File: config.mk
export PLATFORM = sky130hd
export DESIGN_NAME = accum_sub_unit
export DESIGN_NICKNAME = d
export VERILOG_FILES = /design/src/rtl/accum_pkg.sv /design/src/rtl/accum_sub_unit_negate.sv /design/src/rtl/accum_sub_unit.sv
export SDC_FILE = /design/constraint.sdc
export NUM_CORES = 1
export LEC_CHECK = 0
export ABC_AREA = 1
export CAP_MARGIN = 30
export CORE_ASPECT_RATIO = 0.8
export CORE_MARGIN = 3
export CORE_UTILIZATION = 46
export DETAILED_ROUTE_END_ITERATION = 16
export HOLD_SLACK_MARGIN = 0.15
export PLACE_DENSITY = 0.72
export SETUP_SLACK_MARGIN = 0.15
export SKIP_LAST_GASP = 1
export SLEW_MARGIN = 30
export SYNTH_ARGS = -nofsm -noshare
export SYNTH_HDL_FRONTEND = slang
export SYNTH_SLANG_ARGS = --single-unit
export TNS_END_PERCENT = 5
File: constraint.sdc
create_clock -name clk -period 1.95 [get_ports clk]
set_clock_uncertainty 0.05 [all_clocks]
set_input_delay 0.39 -clock clk [delete_from_list [all_inputs] [get_ports clk]]
set_output_delay 0.39 -clock clk [all_outputs]
set_load 0.02 [all_outputs]
File: src/rtl/accum_pkg.sv
// Shared definitions for the add/subtract accumulator: opcodes, FSM states
// and the saturation limits used when a result overflows.
package accum_pkg;

    typedef enum logic [1:0] {
        OP_ADD  = 2'b00,
        OP_SUB  = 2'b01,
        OP_LOAD = 2'b10,
        OP_CLR  = 2'b11
    } op_e;

    typedef enum logic [1:0] {
        ST_IDLE = 2'b00,
        ST_EXEC = 2'b01,
        ST_RESP = 2'b10
    } state_e;

    localparam int MAX_WIDTH = 32;
    localparam logic [MAX_WIDTH-1:0] UNIT = MAX_WIDTH'(1);

    // Most negative signed value of the given width (1000...0).
    function automatic logic [MAX_WIDTH-1:0] sat_min(input int width);
        return UNIT << (width - 1);
    endfunction

    // Most positive signed value of the given width (0111...1).
    function automatic logic [MAX_WIDTH-1:0] sat_max(input int width);
        return sat_min(width) - UNIT;
    endfunction

endpackage

File: src/rtl/accum_sub_unit_negate.sv
// Combinational two's-complement negation (~A + 1) with the carry out of
// the increment; the carry is set only when A is zero.
module twos_negate
    import accum_pkg::*;
#(
    parameter int WIDTH = 4
) (
    input  logic [WIDTH-1:0] a_i,
    output logic [WIDTH-1:0] neg_o,
    output logic             carry_o
);

    // Invert the operand and add one, keeping the carry out of the top bit
    always_comb begin
        {carry_o, neg_o} = {1'b0, ~a_i} + {{WIDTH{1'b0}}, 1'b1};
    end

endmodule

File: src/rtl/accum_sub_unit.sv
// Sequential signed add/subtract accumulator with valid/ready on both sides,
// optional saturation and a sticky overflow flag cleared only by CLR or reset.
module accum_sub_unit
    import accum_pkg::*;
#(
    parameter int WIDTH    = 4,
    parameter bit SATURATE = 1'b0
) (
    input  logic             clk,
    input  logic             rst,
    input  logic             in_valid,
    output logic             in_ready,
    input  logic [1:0]       in_op,
    input  logic [WIDTH-1:0] in_data,
    output logic             out_valid,
    input  logic             out_ready,
    output logic [WIDTH-1:0] out_acc,
    output logic             out_carry,
    output logic             out_ovf,
    output logic             ovf_sticky
);

    localparam logic [WIDTH-1:0] SAT_MAX = WIDTH'(sat_max(WIDTH));
    localparam logic [WIDTH-1:0] SAT_MIN = WIDTH'(sat_min(WIDTH));

    state_e           state_q, state_d;
    op_e              op_q;
    logic [WIDTH-1:0] data_q;
    logic [WIDTH-1:0] acc_q, acc_d;
    logic             carry_q, carry_d;
    logic             ovf_q, ovf_d;
    logic             sticky_q, sticky_d;
    logic             accept;
    logic [WIDTH-1:0] negData;
    logic             negCarry;
    logic [WIDTH:0]   accExt, dataExt, sumExt;
    logic [WIDTH:0]   addRaw, subRaw;

    assign accept     = in_valid && in_ready;
    assign out_acc    = acc_q;
    assign out_carry  = carry_q;
    assign out_ovf    = ovf_q;
    assign ovf_sticky = sticky_q;

    twos_negate #(.WIDTH(WIDTH)) uNegate (
        .a_i     (data_q),
        .neg_o   (negData),
        .carry_o (negCarry)
    );

    // FSM state register
    always_ff @(posedge clk) begin
        if (rst) begin
            state_q <= ST_IDLE;
        end else begin
            state_q <= state_d;
        end
    end

    // Next-state logic: accept in IDLE, one cycle of EXEC, hold RESP until taken
    always_comb begin
        state_d = state_q;
        unique case (state_q)
            ST_IDLE: if (accept)    state_d = ST_EXEC;
            ST_EXEC:                state_d = ST_RESP;
            ST_RESP: if (out_ready) state_d = ST_IDLE;
            default:                state_d = ST_IDLE;
        endcase
    end

    // Handshake outputs decoded from state; both are held low while reset is applied
    always_comb begin
        in_ready  = (state_q == ST_IDLE) && !rst;
        out_valid = (state_q == ST_RESP) && !rst;
    end

    // Capture the operand and opcode when a request is accepted
    always_ff @(posedge clk) begin
        if (rst) begin
            op_q   <= OP_ADD;
            data_q <= '0;
        end else if (accept) begin
            op_q   <= op_e'(in_op);
            data_q <= in_data;
        end
    end

    // Arithmetic, overflow detection and saturation for the latched operation
    always_comb begin
        accExt   = {acc_q[WIDTH-1], acc_q};
        dataExt  = {data_q[WIDTH-1], data_q};
        addRaw   = {1'b0, acc_q} + {1'b0, data_q};
        subRaw   = {1'b0, acc_q} + {1'b0, negData};
        sumExt   = '0;
        acc_d    = acc_q;
        carry_d  = carry_q;
        ovf_d    = ovf_q;
        sticky_d = sticky_q;
        if (state_q == ST_EXEC) begin
            unique case (op_q)
                OP_ADD, OP_SUB: begin
                    if (op_q == OP_ADD) begin
                        sumExt  = accExt + dataExt;
                        carry_d = addRaw[WIDTH];
                    end else begin
                        sumExt  = accExt - dataExt;
                        carry_d = subRaw[WIDTH] | negCarry;
                    end
                    ovf_d    = sumExt[WIDTH] ^ sumExt[WIDTH-1];
                    sticky_d = sticky_q | ovf_d;
                    if (ovf_d && SATURATE) begin
                        acc_d = sumExt[WIDTH] ? SAT_MIN : SAT_MAX;
                    end else begin
                        acc_d = sumExt[WIDTH-1:0];
                    end
                end
                OP_LOAD: begin
                    acc_d   = data_q;
                    carry_d = 1'b0;
                    ovf_d   = 1'b0;
                end
                OP_CLR: begin
                    acc_d    = '0;
                    carry_d  = 1'b0;
                    ovf_d    = 1'b0;
                    sticky_d = 1'b0;
                end
                default: begin
                    acc_d = acc_q;
                end
            endcase
        end
    end

    // Result registers; they only change at the end of EXEC so RESP holds them stable
    always_ff @(posedge clk) begin
        if (rst) begin
            acc_q    <= '0;
            carry_q  <= 1'b0;
            ovf_q    <= 1'b0;
            sticky_q <= 1'b0;
        end else begin
            acc_q    <= acc_d;
            carry_q  <= carry_d;
            ovf_q    <= ovf_d;
            sticky_q <= sticky_d;
        end
    end

endmodule

==> results by group <==
Synth
  – Most frequent cells after synthesis: nand2_1 (25), inv_1 (21), a21oi_1 (15), dfxtp_1 (15)
  – Top-count cell post-synth: nand2_1
  – Post-Syn Area per Cell: 7.25 µm²
  – Area of the mapped netlist: 1010 µm²
  – Netlist cell types: 24
  – Synth top area share: 29.6%
  – Number of synthesized flops with an enable pin: 0
  – Syn_nets: 163
  – Synth top area cells: dfxtp_1 (30%), ha_1 (15%), nand2_1 (9.2%)
  – Post-synth ARST share: 0%
  – #FFs+latches synth: 15
  – Ys Warns: 0
  – Register area share after synthesis: 29.6%
  – Leading area contributor after synthesis: dfxtp_1
  – Post-Syn Instances: 140
  – Main flop type after synthesis: dfxtp_1

Route
  – Remaining routing DRC violations: 0
  – Initial DRT Pass Iterations: 4
  – Drt first-iter violations: 41
  – Vias: 1037
  – Drt wl/cell: 12.5 µm
  – Vias per inst: 5.16
  – Post-route ant nets: 0
  – WL final: 2520 µm

Worst setup path
  – Worst reg2reg startpoint: data_q[1]$_SDFFE_PP0P_
  – CP max stage cell: dfxtp_2
  – Worst path cell trace: inv_2 > ha_4 > xnor2_2 > nand2_1 > o21ai_2 > ha_1 > a21oi_2 > nand2_1 > nand2_2 > nand2_1 > nand2_2 > nand2_1 > nand2_1 > nand3_2 > a21oi_1
  – Flop-to-flop setup slack: -0.13 ns
  – Worst setup path endpoint: ovf_sticky$_SDFFE_PP0P_
  – Data arrival, critical path: 2.25 ns
  – CP Capture Type: flop
  – R2R depth: 15
  – CP required: 2.12 ns
  – Reg-to-Reg End: ovf_sticky$_SDFFE_PP0P_
  – Cell mode on critical path: nand2_1
  – Setup Crit Path Kind: flop to flop
  – Worst-path fanout max: 3
  – Crit path from: data_q[1]$_SDFFE_PP0P_
  – Critical Path Start Type: flop
  – Max stage delay on crit path: 0.35 ns

Pwr
  – Power Density: 604 nW/µm²
  – Worst VDD drop: 0.000406 V
  – Lkg Pwr: 0.668 nW

STA
  – Minimum clock period: 2.08 ns
  – Final setup fails: 4
  – Endpoints failing hold: 0
  – Slew margin rel.: 74.7%
  – Hold_ws: 0.420 ns
  – Final Max Slew Viols: 0
  – Max Clk Rate: 482 MHz
  – Worst slew pin tran: 0.379 ns
  – Final period util: 106%
  – RSZ-0062 raised after global routing: true
  – Worst setup margin: -0.127 ns

CTS
  – Cts bufs inserted: 3
  – # Post-CTS Setup Buffers: 0
  – Clk slew on worst S/H paths: 0.09 ns
  – TritonCTS clock tree: yes
  – Clk sink count: 15
  – Clock buffer depth: 2
  – Htree depth: 1
  – Clk_lat worst skew: 0.28 ns
  – Clock Tree Root: clkbuf_4

Cells and area
  – Fraction of layout instances using a drive strength above 1: 27.1%
  – Final nets: 201
  – N_diodes: 0
  – Area growth, synth to finish: 40.7%

Placement
  – Post-DP HPWL: 2040 µm
  – Port buffer count: 18
  – GP Congestion: 0.840
  – Pre-CTS WS: -0.187 ns

Floorplanning
  – Die W: 58.5 µm
  – Die Area: 2810 µm²
  – Die H: 48.0 µm
  – Core area: 1980 µm²
  – Io pins: 19
  – Row count: 14
  – Initial Utilization: 51.3%

Min path
  – Hold crit path type: flop to flop

GRT
  – Initial antenna violation count: 0
  – GRT Util Overall: 19.3%
  – Largest net degree at the start of global routing: 14
  – First-pass GRT wire length: 3930 µm
  – Number of global-route vias before repair: 902
  – GR Overflow Total: 0

Outcome
  – Failing checks: setup timing
  – Run status: finished with violations

Run
  – Number of max-cap violations: 0
[critical path, delay by kind of cell (launching register included)]
| family | cells | cell delay (ns) |
|---|---|---|
| flops | 1 | 0.35 |
| simple gates | 8 | 0.62 |
| xor+xnor | 1 | 0.14 |
| compound gates | 3 | 0.37 |
| buf+inv | 1 | 0.06 |
| fa+ha+maj | 2 | 0.44 |
[metal layers]
| metal | GRT usage [%] | share of wire [%] |
|---|---|---|
| met5 | 0 | 0 |
| met2 | 33.6 | 47 |
| met4 | 6.48 | 1.3 |
| met1 | 23.6 | 47 |
| met3 | 4.85 | 5.0 |
[worst min path at each step]
stage / start / to / slack [ns] / depth (start not counted)
finish: out_carry$_SDFFE_PP0P_ / out_carry$_SDFFE_PP0P_ / 0.42 / 2
detailed placement: out_carry$_SDFFE_PP0P_ / out_carry$_SDFFE_PP0P_ / 0.41 / 2
global placement: out_ovf$_SDFFE_PP0P_ / out_ovf$_SDFFE_PP0P_ / 0.40 / 2
global route: out_carry$_SDFFE_PP0P_ / out_carry$_SDFFE_PP0P_ / 0.44 / 2
floorplan: data_q[0]$_SDFFE_PP0P_ / out_acc[0]$_SDFFE_PP0P_ / 0.43 / 2
CTS: out_carry$_SDFFE_PP0P_ / out_carry$_SDFFE_PP0P_ / 0.42 / 2
[logic make-up (layout without fill, tap and decap cells)]
family / after synthesis / count (layout) / synth area share, %
and+or+nand+nor: 49 / 49 / 23.2
AOI/OAI and AO/OA: 35 / 35 / 18.9
buffers and inverters: 26 / 63 / 9.86
DFF: 15 / 15 / 29.6
adders and majority gates: 13 / 13 / 16.8
xor gates and xnor gates: 2 / 2 / 1.73
[layout make-up]
type	count	area [µm²]
clock buffer	4	26.3
fill	172	552
inverter	24	90.1
multi-input combinational	99	672
sequential	15	303
tap	24	30.0
timing repair buffer	35	307
[layout by cell type (no fill, tap or decap), types with 2 or more instances in the layout]
cell              n
nand3_1           9
o21ai_0           9
nor2_1            5
dfxtp_2           2
clkdlybuf4s50_1  17
ha_1             10
a21oi_2           2
inv_2             7
nand2_1          24
clkbuf_4          3
nand3_2           2
nand2_2           4
nor2_2            2
a21oi_1          13
ha_4              2
nor3_2            2
inv_1            17
dfxtp_1          13
a31oi_1           3
buf_4            17
o21ai_2           2
[report_power, final]
part | switching, mW | leakage (nW) | internal, mW | total [mW]
clock network | 0.0990 | 0.0150 | 0.0796 | 0.179
registers | 0.0208 | 0.123 | 0.327 | 0.348
logic | 0.176 | 0.530 | 0.160 | 0.336
total | 0.296 | 0.668 | 0.566 | 0.862
[flip-flops by register name (all words and copies together) (netlist names)]
register and cells:
data_q 4, out_acc 4, op_q 2, state_q 2, out_carry 1, out_ovf 1, ovf_sticky 1
[timing repair]
action,CTS,global route
hold endpoints to repair,0,0
pin swaps,4,1
hold buffers,0,0
resized for setup,6,0
setup endpoints to repair,10,11
[through the flow]
| stage | std cells | util, % | area [µm²] | TNS (ns) | total power, mW |
|---|---|---|---|---|---|
| global placement | 197 | 69.7 | 1380 | -0.379 | 0.659 |
| floorplan | 140 | - | 1050 | 0 | 0.542 |
| global route | 201 | 72.1 | 1430 | -0.772 | 0.919 |
| finish | 201 | 72.1 | 1430 | -0.328 | 0.862 |
| detailed placement | 197 | 69.7 | 1380 | -0.569 | 0.676 |
| CTS | 201 | 72.1 | 1430 | -0.299 | 0.868 |
Power figures use the tool's default switching activity.
